===== src/rtl/sha256_pkg.sv =====
// Shared SHA-256 constants and the padder state encoding.
package sha256_pkg;

  localparam int unsigned WORD_W   = 32;
  localparam int unsigned CHUNK_W  = 512;
  localparam logic [31:0] PAD_WORD = 32'h8000_0000;

  // Initial hash values, shared with the compression stage.
  localparam logic [31:0] H0 = 32'h6a09_e667;
  localparam logic [31:0] H1 = 32'hbb67_ae85;
  localparam logic [31:0] H2 = 32'h3c6e_f372;
  localparam logic [31:0] H3 = 32'ha54f_f53a;
  localparam logic [31:0] H4 = 32'h510e_527f;
  localparam logic [31:0] H5 = 32'h9b05_688c;
  localparam logic [31:0] H6 = 32'h1f83_d9ab;
  localparam logic [31:0] H7 = 32'h5be0_cd19;

  typedef enum logic [1:0] {
    IDLE,
    LOAD,
    PAD,
    EMIT
  } state_t;

endpackage


===== src/rtl/sha256_pad_word.sv =====
// Combinational builder for one padded 32-bit chunk word.
module sha256_pad_word
  import sha256_pkg::*;
#(
  parameter int unsigned LEN_W = 15
) (
  input  logic [WORD_W-1:0] data,
  input  logic [LEN_W-1:0]  bits_rem,
  input  logic              pad_done,
  input  logic [3:0]        word_pos,
  input  logic              final_chunk,
  input  logic [LEN_W-1:0]  msg_len,
  output logic [WORD_W-1:0] word,
  output logic              pad_bit
);

  logic [63:0] len64;
  logic [4:0]  part;

  assign len64 = 64'(msg_len);
  assign part  = bits_rem[4:0];

  // Select full data, partial data plus pad bit, length field, pad word or zero.
  always_comb begin
    word    = '0;
    pad_bit = 1'b0;
    if (bits_rem > LEN_W'(31)) begin
      word = data;
    end else if (bits_rem != '0) begin
      word    = (data & ~(32'hFFFF_FFFF >> part)) | (PAD_WORD >> part);
      pad_bit = 1'b1;
    end else if (final_chunk && (word_pos == 4'd14)) begin
      word = len64[63:32];
    end else if (final_chunk && (word_pos == 4'd15)) begin
      word = len64[31:0];
    end else if (!pad_done) begin
      word    = PAD_WORD;
      pad_bit = 1'b1;
    end
  end

endmodule


===== src/rtl/sha256_msg_padder.sv =====
// SHA-256 message padder: streams 32-bit words in, emits padded 512-bit chunks.
module sha256_msg_padder
  import sha256_pkg::*;
#(
  parameter int unsigned LEN_W = 15,
  parameter int unsigned CNT_W = LEN_W - 8
) (
  input  logic               clock,
  input  logic               reset,
  input  logic               start,
  input  logic [LEN_W-1:0]   msg_len,
  input  logic               dbl_start,
  input  logic [255:0]       digest_in,
  input  logic [WORD_W-1:0]  in_data,
  input  logic               in_valid,
  output logic               in_ready,
  output logic [CHUNK_W-1:0] chunk,
  output logic               chunk_valid,
  input  logic               chunk_ready,
  output logic               chunk_last,
  output logic [CNT_W-1:0]   chunk_idx,
  output logic               busy
);

  state_t state, state_nxt;

  logic [3:0]              wptr;
  logic [LEN_W-1:0]        bits_rem;
  logic [LEN_W-1:0]        len_q;
  logic                    pad_done;
  logic [CNT_W-1:0]        idx_q;
  logic [CNT_W-1:0]        last_idx;
  logic [0:15][WORD_W-1:0] buf_w;
  logic [LEN_W:0]          cnt_span;

  logic              final_chunk;
  logic              last_word;
  logic [WORD_W-1:0] pad_word;
  logic              pad_bit;
  logic              wr_en;
  logic              load_go;
  logic              dbl_go;
  logic              emit_ack;

  assign cnt_span    = {1'b0, msg_len} + (LEN_W + 1)'(64);
  assign final_chunk = (idx_q == last_idx);
  assign last_word   = (bits_rem <= LEN_W'(32));
  assign chunk       = buf_w;
  assign chunk_idx   = idx_q;

  sha256_pad_word #(
    .LEN_W (LEN_W)
  ) u_pad_word (
    .data        (in_data),
    .bits_rem    (bits_rem),
    .pad_done    (pad_done),
    .word_pos    (wptr),
    .final_chunk (final_chunk),
    .msg_len     (len_q),
    .word        (pad_word),
    .pad_bit     (pad_bit)
  );

  // State register.
  always_ff @(posedge clock or negedge reset) begin
    if (!reset) state <= IDLE;
    else        state <= state_nxt;
  end

  // Next-state decode and handshake outputs.
  always_comb begin
    state_nxt   = state;
    wr_en       = 1'b0;
    load_go     = 1'b0;
    dbl_go      = 1'b0;
    emit_ack    = 1'b0;
    in_ready    = 1'b0;
    chunk_valid = 1'b0;
    chunk_last  = 1'b0;
    busy        = 1'b1;
    case (state)
      IDLE: begin
        busy = 1'b0;
        if (start) begin
          load_go   = 1'b1;
          state_nxt = (msg_len != '0) ? LOAD : PAD;
        end else if (dbl_start) begin
          dbl_go    = 1'b1;
          state_nxt = PAD;
        end
      end
      LOAD: begin
        in_ready = 1'b1;
        if (in_valid) begin
          wr_en = 1'b1;
          if (wptr == 4'd15)  state_nxt = EMIT;
          else if (last_word) state_nxt = PAD;
        end
      end
      PAD: begin
        wr_en = 1'b1;
        if (wptr == 4'd15) state_nxt = EMIT;
      end
      EMIT: begin
        chunk_valid = 1'b1;
        chunk_last  = final_chunk;
        if (chunk_ready) begin
          emit_ack = 1'b1;
          if (final_chunk)          state_nxt = IDLE;
          else if (bits_rem != '0)  state_nxt = LOAD;
          else                      state_nxt = PAD;
        end
      end
      default: state_nxt = IDLE;
    endcase
  end

  // Datapath: message bookkeeping and the chunk buffer.
  // Double-hash preloads the digest into words 0-7 and enters PAD at word 8,
  // so it reuses the normal padding path as a 256-bit message.
  always_ff @(posedge clock or negedge reset) begin
    if (!reset) begin
      wptr     <= '0;
      bits_rem <= '0;
      len_q    <= '0;
      pad_done <= 1'b0;
      idx_q    <= '0;
      last_idx <= '0;
      buf_w    <= '0;
    end else if (load_go) begin
      wptr     <= '0;
      bits_rem <= msg_len;
      len_q    <= msg_len;
      pad_done <= 1'b0;
      idx_q    <= '0;
      last_idx <= CNT_W'(cnt_span >> 9);
    end else if (dbl_go) begin
      wptr        <= 4'd8;
      bits_rem    <= '0;
      len_q       <= LEN_W'(256);
      pad_done    <= 1'b0;
      idx_q       <= '0;
      last_idx    <= '0;
      buf_w[0:7]  <= digest_in;
    end else begin
      if (wr_en) begin
        buf_w[wptr] <= pad_word;
        wptr        <= wptr + 4'd1;
        bits_rem    <= (bits_rem > LEN_W'(31)) ? bits_rem - LEN_W'(32) : '0;
        if (pad_bit) pad_done <= 1'b1;
      end
      if (emit_ack && !final_chunk) idx_q <= idx_q + CNT_W'(1);
    end
  end

endmodule


===== config.mk =====
export PLATFORM = sky130hd
export DESIGN_NAME = sha256_msg_padder
export DESIGN_NICKNAME = d
export VERILOG_FILES = /design/src/rtl/sha256_pkg.sv /design/src/rtl/sha256_pad_word.sv /design/src/rtl/sha256_msg_padder.sv
export SDC_FILE = /design/constraint.sdc
export NUM_CORES = 1
export LEC_CHECK = 0
export ABC_AREA = 0
export BUFFER_PORTS_ARGS = -buffer_cell sky130_fd_sc_hd__buf_2
export CORE_AREA = 2 2 320 322
export CTS_CLUSTER_SIZE = 30
export DETAILED_ROUTE_END_ITERATION = 12
export DIE_AREA = 0 0 322 324
export GPL_ROUTABILITY_DRIVEN = 0
export SETUP_SLACK_MARGIN = 0.2
export SLEW_MARGIN = 0
export SYNTH_ARGS = -nofsm -noshare
export SYNTH_HDL_FRONTEND = slang
export SYNTH_SLANG_ARGS = --single-unit

===== constraint.sdc =====
create_clock -name clock -period 4.45 [get_ports clock]
set_input_delay 0.89 -clock clock [delete_from_list [all_inputs] [get_ports clock]]
set_output_delay 0.89 -clock clock [all_outputs]
set_load 0.05 [all_outputs]

==> flow_summary_export.csv, run 1 <==
group,metric,value,unit
placement,placed_area,0.0294,mm2
power_and_ir_drop,power,26.4,mW
sta,final-hold-violation-count,0,
finish,multi_input_area,0.00886,mm2
power_and_ir_drop,powerDensity,834,mW/mm2
power_and_ir_drop,power_frac_comb,48.5,%
power_and_ir_drop,p_seq_share,30.0,%
synth,synth.distinct_cells,84,
hold_path,hold_class,"primary input to asynchronous set/reset pin",
die,core_area,0.101,mm2
placement,dp_hpwl,86.1,mm
die,rows,117,
sta,slew_viol_final,0,
critical_path,crit_path_start,"bits_rem[1]",
placement,dp.cells,4254,
synth,syn-cell-area,0.0236,mm2
sta,tightest_slew,1.16,ns
global_route,grt_usage,21.9,%
synth,syn_nets,2556,
clock_tree,clock-sinks,563,
synth,yosysMostFrequentCell,"dfrtp_1",
synth,yosysWarnings,0,
sta,fin_skew,0.0265,ns
finish,regArea,0.0141,mm2
critical_path,crit_path_start_kind,"flip-flop",
clock_tree,clk_latency,0.65,ns
sta,fin_crit,3.55,ns
sta,setup_viol,0,
power_and_ir_drop,ir_drop,453,uV
synth,synth_edf_count,0,
route,drc,0,
die,dieArea,0.104,mm2
finish,drive_gt1_share,35.9,%
synth,avgSynthCellArea,10.5,um2
die,die_w,322,um
clock_tree,path_clk_slew,0.06,ns
clock_tree,clockBufferDepth,3,
critical_path,path_max_fanout,24,
critical_path,reg2reg_from,"bits_rem[1]",
global_route,grt_start_max_net_pins,123,
finish,nets,3333,
flow_run,maxCapViolCount,0,
finish,fillers,10600,
critical_path,worstSetupEndpointType,"flip-flop",
route,drt_pass1_iterations,6,
global_route,grt_pass1_vias,21200,
outcome,outcome,"finished clean",
finish,final_cells,4389,
critical_path,max_stage_delay,0.84,ns
power_and_ir_drop,p_leak,15.6,nW
global_route,gr-total-overflow,0,
route,wl_per_cell,27.1,um
clock_tree,post_cts_buffers,0,
critical_path,slowest_stage,"a21oi_4",
clock_tree,post_cts_resized,0,
clock_tree,cts_tree,"built",
synth,ys_ff_latch,563,
finish,area_delta_synth_final,34.2,%
route,totalWireLength,119,mm
route,vias,22100,
clock_tree,postCtsHoldBufs,0,
synth,synth.area.top_cells,"dfrtp_1 (60%), o21ai_0 (9.7%), a22oi_1 (7.3%)",
route,top_layer,"met5",
sta,max-slew-margin-rel,22.4,%
synth,async_flop_share,100,%
route,vias_per_cell,5.04,
power_and_ir_drop,switchingPower,13.5,mW
die,pin_count,832,
synth,synth_top_area_share,59.7,%
sta,fin_tns_setup,0,ns
critical_path,cp_data_arrival_time,4.01,ns
die,start_util,23.4,%
placement,port_buffers,831,
critical_path,endpoint,"chunk[126]",
synth,yosys.area.top_type,"dfrtp_1",
finish,final_area,0.0317,mm2
synth,synth_seq_area_share,59.7,%
critical_path,r2r_slack,0.90,ns
critical_path,rr_endpoint,"chunk[126]",
sta,rsz0062_at_grt,"false",
route,ant_nets,0,
critical_path,cp.required,4.91,ns
route,drt_iter0_drc,2158,
die,dieHeight,324,um
synth,syn_inst,2236,
clock_tree,numCtsBuffers,66,
power_and_ir_drop,internal_power,12.9,mW
route,wl_met2,53.7,mm
sta,clock.fmax,0.281,GHz
synth,synth_flop_cell,"dfrtp_1",
sta,period_share,79.9,%
power_and_ir_drop,power_frac_clock,21.5,%
clock_tree,ctsHtreeMaxLevel,3,
critical_path,worstRegToRegCells,6,
route,wl_met1,47.0,mm
route,dr_wl_met3,12.3,mm
clock_tree,cts_root_buffer,"clkbuf_16",
global_route,grt_pass1_wl,163,mm
synth,netlist_top_cells_count,"dfrtp_1 (563), o21ai_0 (456), nand2_1 (313)",
critical_path,critPathKind,"flip-flop to flip-flop",
critical_path,crit_chain,"and3_1 > nand3_2 > a21oi_4 > nand3_1 > mux2i_4 > o21ai_0",
power_and_ir_drop,switching_share,51.1,%
global_route,antenna_found_initial,37,
-- registers in the layout, summed over array words and instances (netlist names) --
| name | flops |
|---|---|
| bits_rem | 15 |
| chunk | 512 |
| chunk_idx | 7 |
| last_idx | 7 |
| len_q | 15 |
| pad_done | 1 |
| state | 2 |
| wptr | 4 |
-- cell type report --
class                      count  area share (%)
sequential                   563            44.5
multi-input combinational   1470            28.0
clock buffer                  90            5.78
tap                         1309            5.17
inverter                      16           0.190
clock inverter                30            1.28
timing repair buffer         896            15.0
antenna                       15           0.119
-- logic make-up after synthesis --
| logic type | count (synthesis) | synth area share (%) |
|---|---|---|
| adder cells (fa/ha/maj) | 11 | 0.583 |
| buffers and inverters | 203 | 3.66 |
| multiplexers | 5 | 0.265 |
| AO/OA/AOI/OAI | 943 | 25.4 |
| XOR/XNOR | 22 | 0.817 |
| flip-flops | 563 | 59.7 |
| AND/OR/NAND/NOR | 489 | 9.53 |
-- layer usage --
metal | up-vias | global-route usage, %
met5 | - | 0
li1 | 9666 | -
met2 | 1275 | 34.0
met1 | 10900 | 27.4
met4 | 6 | 11.2
met3 | 245 | 7.08
-- power groups by stage --
stage               sequential (mW)  clock (mW)  combinational, mW
CTS                            7.88        5.80               12.8
floorplan                      13.0           0               3.48
global route                   8.09        6.02               13.5
global placement               7.91           0               12.7
detailed placement             7.93           0               12.8
finish                         7.92        5.68               12.8
-- how the worst min path moves through the flow --
stage                    start     endpoint  slack, ns  cells after the start
global placement    chunk[142]   chunk[142]       0.46                      2
CTS                      reset   chunk[260]       0.32                      1
floorplan             len_q[0]     len_q[0]       0.46                      1
finish                   reset  last_idx[0]       0.32                      1
global route             reset  last_idx[0]       0.36                      1
detailed placement  chunk[119]   chunk[119]       0.46                      2
-- metrics by stage --
| step | hold WS, ns | util [%] | setup slack (ns) |
|---|---|---|---|
| after detailed placement | 0.459 | 29.1 | 0.951 |
| after global placement | 0.456 | 29.1 | 1.02 |
| after floorplan | 0.458 | - | 1.50 |
| final | 0.317 | 31.4 | 0.896 |
| after global routing | 0.362 | 31.3 | 0.681 |
| after CTS | 0.323 | 31.3 | 0.921 |
-- critical path, delay by kind of cell, from the launching register on --
| family | cells | cell delay, ns |
|---|---|---|
| AO/OA/AOI/OAI | 2 | 1.05 |
| flip-flops | 1 | 0.73 |
| multiplexers | 1 | 0.71 |
| AND/OR/NAND/NOR | 3 | 0.87 |
-- cells in the final DEF (no fill, tap or decap), types with 15 or more instances in the layout --
| cell type | count |
|---|---|
| nor2_1 | 61 |
| a22o_1 | 18 |
| buf_2 | 830 |
| diode_2 | 15 |
| dfrtp_1 | 563 |
| o21ai_2 | 20 |
| o21ai_1 | 38 |
| xnor2_1 | 18 |
| a22oi_1 | 228 |
| a21oi_1 | 46 |
| and2_1 | 16 |
| o21ai_0 | 456 |
| inv_1 | 16 |
| nand2_1 | 304 |
| clkbuf_1 | 15 |
| buf_4 | 58 |
| o21a_1 | 31 |
| o31ai_1 | 18 |
| clkbuf_16 | 66 |
No activity file was read; power rests on OpenSTA's default activity.
==> inputs of run 2 (changes only) <==
--- a/config.mk
+++ b/config.mk
@@ -7,10 +7,10 @@
 export LEC_CHECK = 0
 export ABC_AREA = 0
 export BUFFER_PORTS_ARGS = -buffer_cell sky130_fd_sc_hd__buf_2
-export CORE_AREA = 2 2 320 322
+export CORE_AREA = 2 2 322 324
 export CTS_CLUSTER_SIZE = 30
 export DETAILED_ROUTE_END_ITERATION = 12
-export DIE_AREA = 0 0 322 324
+export DIE_AREA = 0 0 324 326
 export GPL_ROUTABILITY_DRIVEN = 0
 export SETUP_SLACK_MARGIN = 0.2
 export SLEW_MARGIN = 0
==> constraint.sdc (replaced) <==
create_clock -name clock -period 3.3 [get_ports clock]
set_input_delay 0.66 -clock clock [delete_from_list [all_inputs] [get_ports clock]]
set_output_delay 0.66 -clock clock [all_outputs]
set_load 0.05 [all_outputs]
==> flow_summary_export.csv, run 2 (synthesis gave the netlist of run 1 again) <==
group,metric,value,unit
global_route,antenna_found_initial,49,
finish,area_delta_synth_final,37.2,%
global_route,use_met3,7.58,%
sta,setup_ws,0.328,ns
global_route,use_met2,34.5,%
clock_tree,path_clk_slew,0.06,ns
sta,clock.fmax,0.336,GHz
clock_tree,cts_tree,"built",
placement,port_buffers,831,
critical_path,max_stage_delay,0.41,ns
sta,slew_viol_final,0,
route,vias_per_cell,5.00,
clock_tree,ctsHtreeMaxLevel,3,
hold_path,hold_class,"primary input to asynchronous set/reset pin",
power_and_ir_drop,p_leak,15.8,nW
finish,nets,3380,
route,totalWireLength,121,mm
critical_path,worstSetupEndpointType,"flip-flop",
outcome,outcome,"finished clean",
sta,fin_tns_setup,0,ns
route,ant_nets,0,
die,die_w,324,um
power_and_ir_drop,internal_power,17.6,mW
die,rows,118,
critical_path,slowest_stage,"dfrtp_1",
power_and_ir_drop,powerDensity,1110,mW/mm2
flow_run,maxCapViolCount,0,
critical_path,cp_top_family,"simple AND/OR/NAND/NOR gates",
critical_path,crit_chain,"inv_1 > ha_1 > a21o_1 > nand2_2 > nor4_4 > and2_1 > nand2_1 > buf_4 > o31ai_1",
clock_tree,cts_root_buffer,"clkbuf_16",
global_route,met1_usage,27.3,%
critical_path,crit_path_start_kind,"flip-flop",
route,drc,0,
critical_path,path_max_fanout,27,
placement,post-place-ws,0.118,ns
sta,final-hold-violation-count,0,
sta,fin_crit,2.97,ns
global_route,gr-max-usage-layer,"met2",
power_and_ir_drop,power,35.9,mW
route,wl_per_cell,26.9,um
sta,setup_viol,0,
finish,fillers,10700,
global_route,grt_usage,22.1,%
die,core_area,0.103,mm2
placement,placed_area,0.0300,mm2
power_and_ir_drop,p_seq_share,29.8,%
finish,drive_gt1_share,36.8,%
placement,dp_hpwl,87.9,mm
sta,whs,0.0512,ns
clock_tree,numCtsBuffers,67,
sta,tightest_slew,1.17,ns
critical_path,cp_data_arrival_time,3.50,ns
finish,final_cells,4506,
global_route,grt_pass1_wl,166,mm
power_and_ir_drop,switchingPower,18.3,mW
route,drt_iter0_drc,1904,
clock_tree,clockBufferDepth,3,
die,pin_count,832,
power_and_ir_drop,power_frac_comb,49.1,%
placement,dp.cells,4362,
finish,final_area,0.0324,mm2
critical_path,cp.required,3.82,ns
critical_path,crit_buf_inv,2,
sta,period_share,90.1,%
route,vias,22500,
power_and_ir_drop,power_frac_clock,21.1,%
finish,utilization,31.5,%
finish,mostFrequentLayoutCell,"buf_2",
global_route,gr-total-overflow,0,
sta,rsz0062_at_grt,"false",
global_route,grt_pass1_vias,21800,
clock_tree,clock-sinks,563,
die,dieArea,0.106,mm2
global_route,grt_start_max_net_pins,152,
finish,largest_register_ffs,512,
power_and_ir_drop,ir_drop,557,uV
power_and_ir_drop,switching_share,51.0,%
route,drt_pass1_iterations,9,
critical_path,critPathKind,"flip-flop to flip-flop",
sta,max-slew-margin-rel,22.1,%
die,dieHeight,326,um
finish,layout_common_cells,"buf_2 (830), dfrtp_1 (563), o21ai_0 (456)",
sta,fin_skew,0.0304,ns
clock_tree,clk_latency,0.64,ns
die,start_util,23.0,%
==> run 2: cell count changes in the layout (fill, tap and decap cells not counted), sizes merged <==
| cell | delta |
|---|---|
| diode | +5 |
| clkinvlp | +1 |
| inv | -2 |
| clkinv | -3 |
| buf | +46 |
| bufinv | -1 |
==> run 2: power groups by stage <==
stage	registers [mW]	logic [mW]	clock network, mW
floorplan	17.6	4.69	0
global placement	10.7	17.3	0
detailed placement	10.7	17.5	0
CTS	10.6	17.6	7.73
global route	10.9	18.6	7.98
finish	10.7	17.6	7.58
==> run 2: layer usage <==
metal	wire length, um	part of all wire, %
met1	47200	39
met2	55100	45
met3	13000	11
met4	5640	4.7
met5	113	0.093
==> run 2: cell type report <==
type | instances | area, um2 | share of cell area, %
tap | 1380 | 1730 | 5.33
inverter | 16 | 60.1 | 0.186
timing repair buffer | 942 | 5380 | 16.6
clock buffer | 90 | 1850 | 5.73
antenna | 20 | 50.0 | 0.155
multi-input combinational | 1470 | 8870 | 27.4
clock inverter | 25 | 344 | 1.06
sequential | 563 | 14100 | 43.5
==> run 2: path summary, 6_finish.rpt <==
check | startpoint | end | slack (ns) | depth (start not counted)
setup reg to reg | state[1] | chunk[399] | 0.33 | 9
setup / recovery | state[1] | chunk[399] | 0.33 | 9
hold reg to reg | chunk[22] | chunk[22] | 0.47 | 2
max in group asynchronous | reset | chunk[318] | 2.31 | 2
hold / removal | reset | chunk[493] | 0.05 | 1
min in group clock | digest_in[140] | chunk[396] | 0.25 | 3
==> run 2: timing repair <==
item                                    in CTS  in global routing
gates resized for setup                      1                  2
endpoints found under the setup margin      27                233
pin swaps                                    2                  4
setup buffers                                2                  7
hold endpoints to repair                     0                  0
hold buffers                                 0                  0
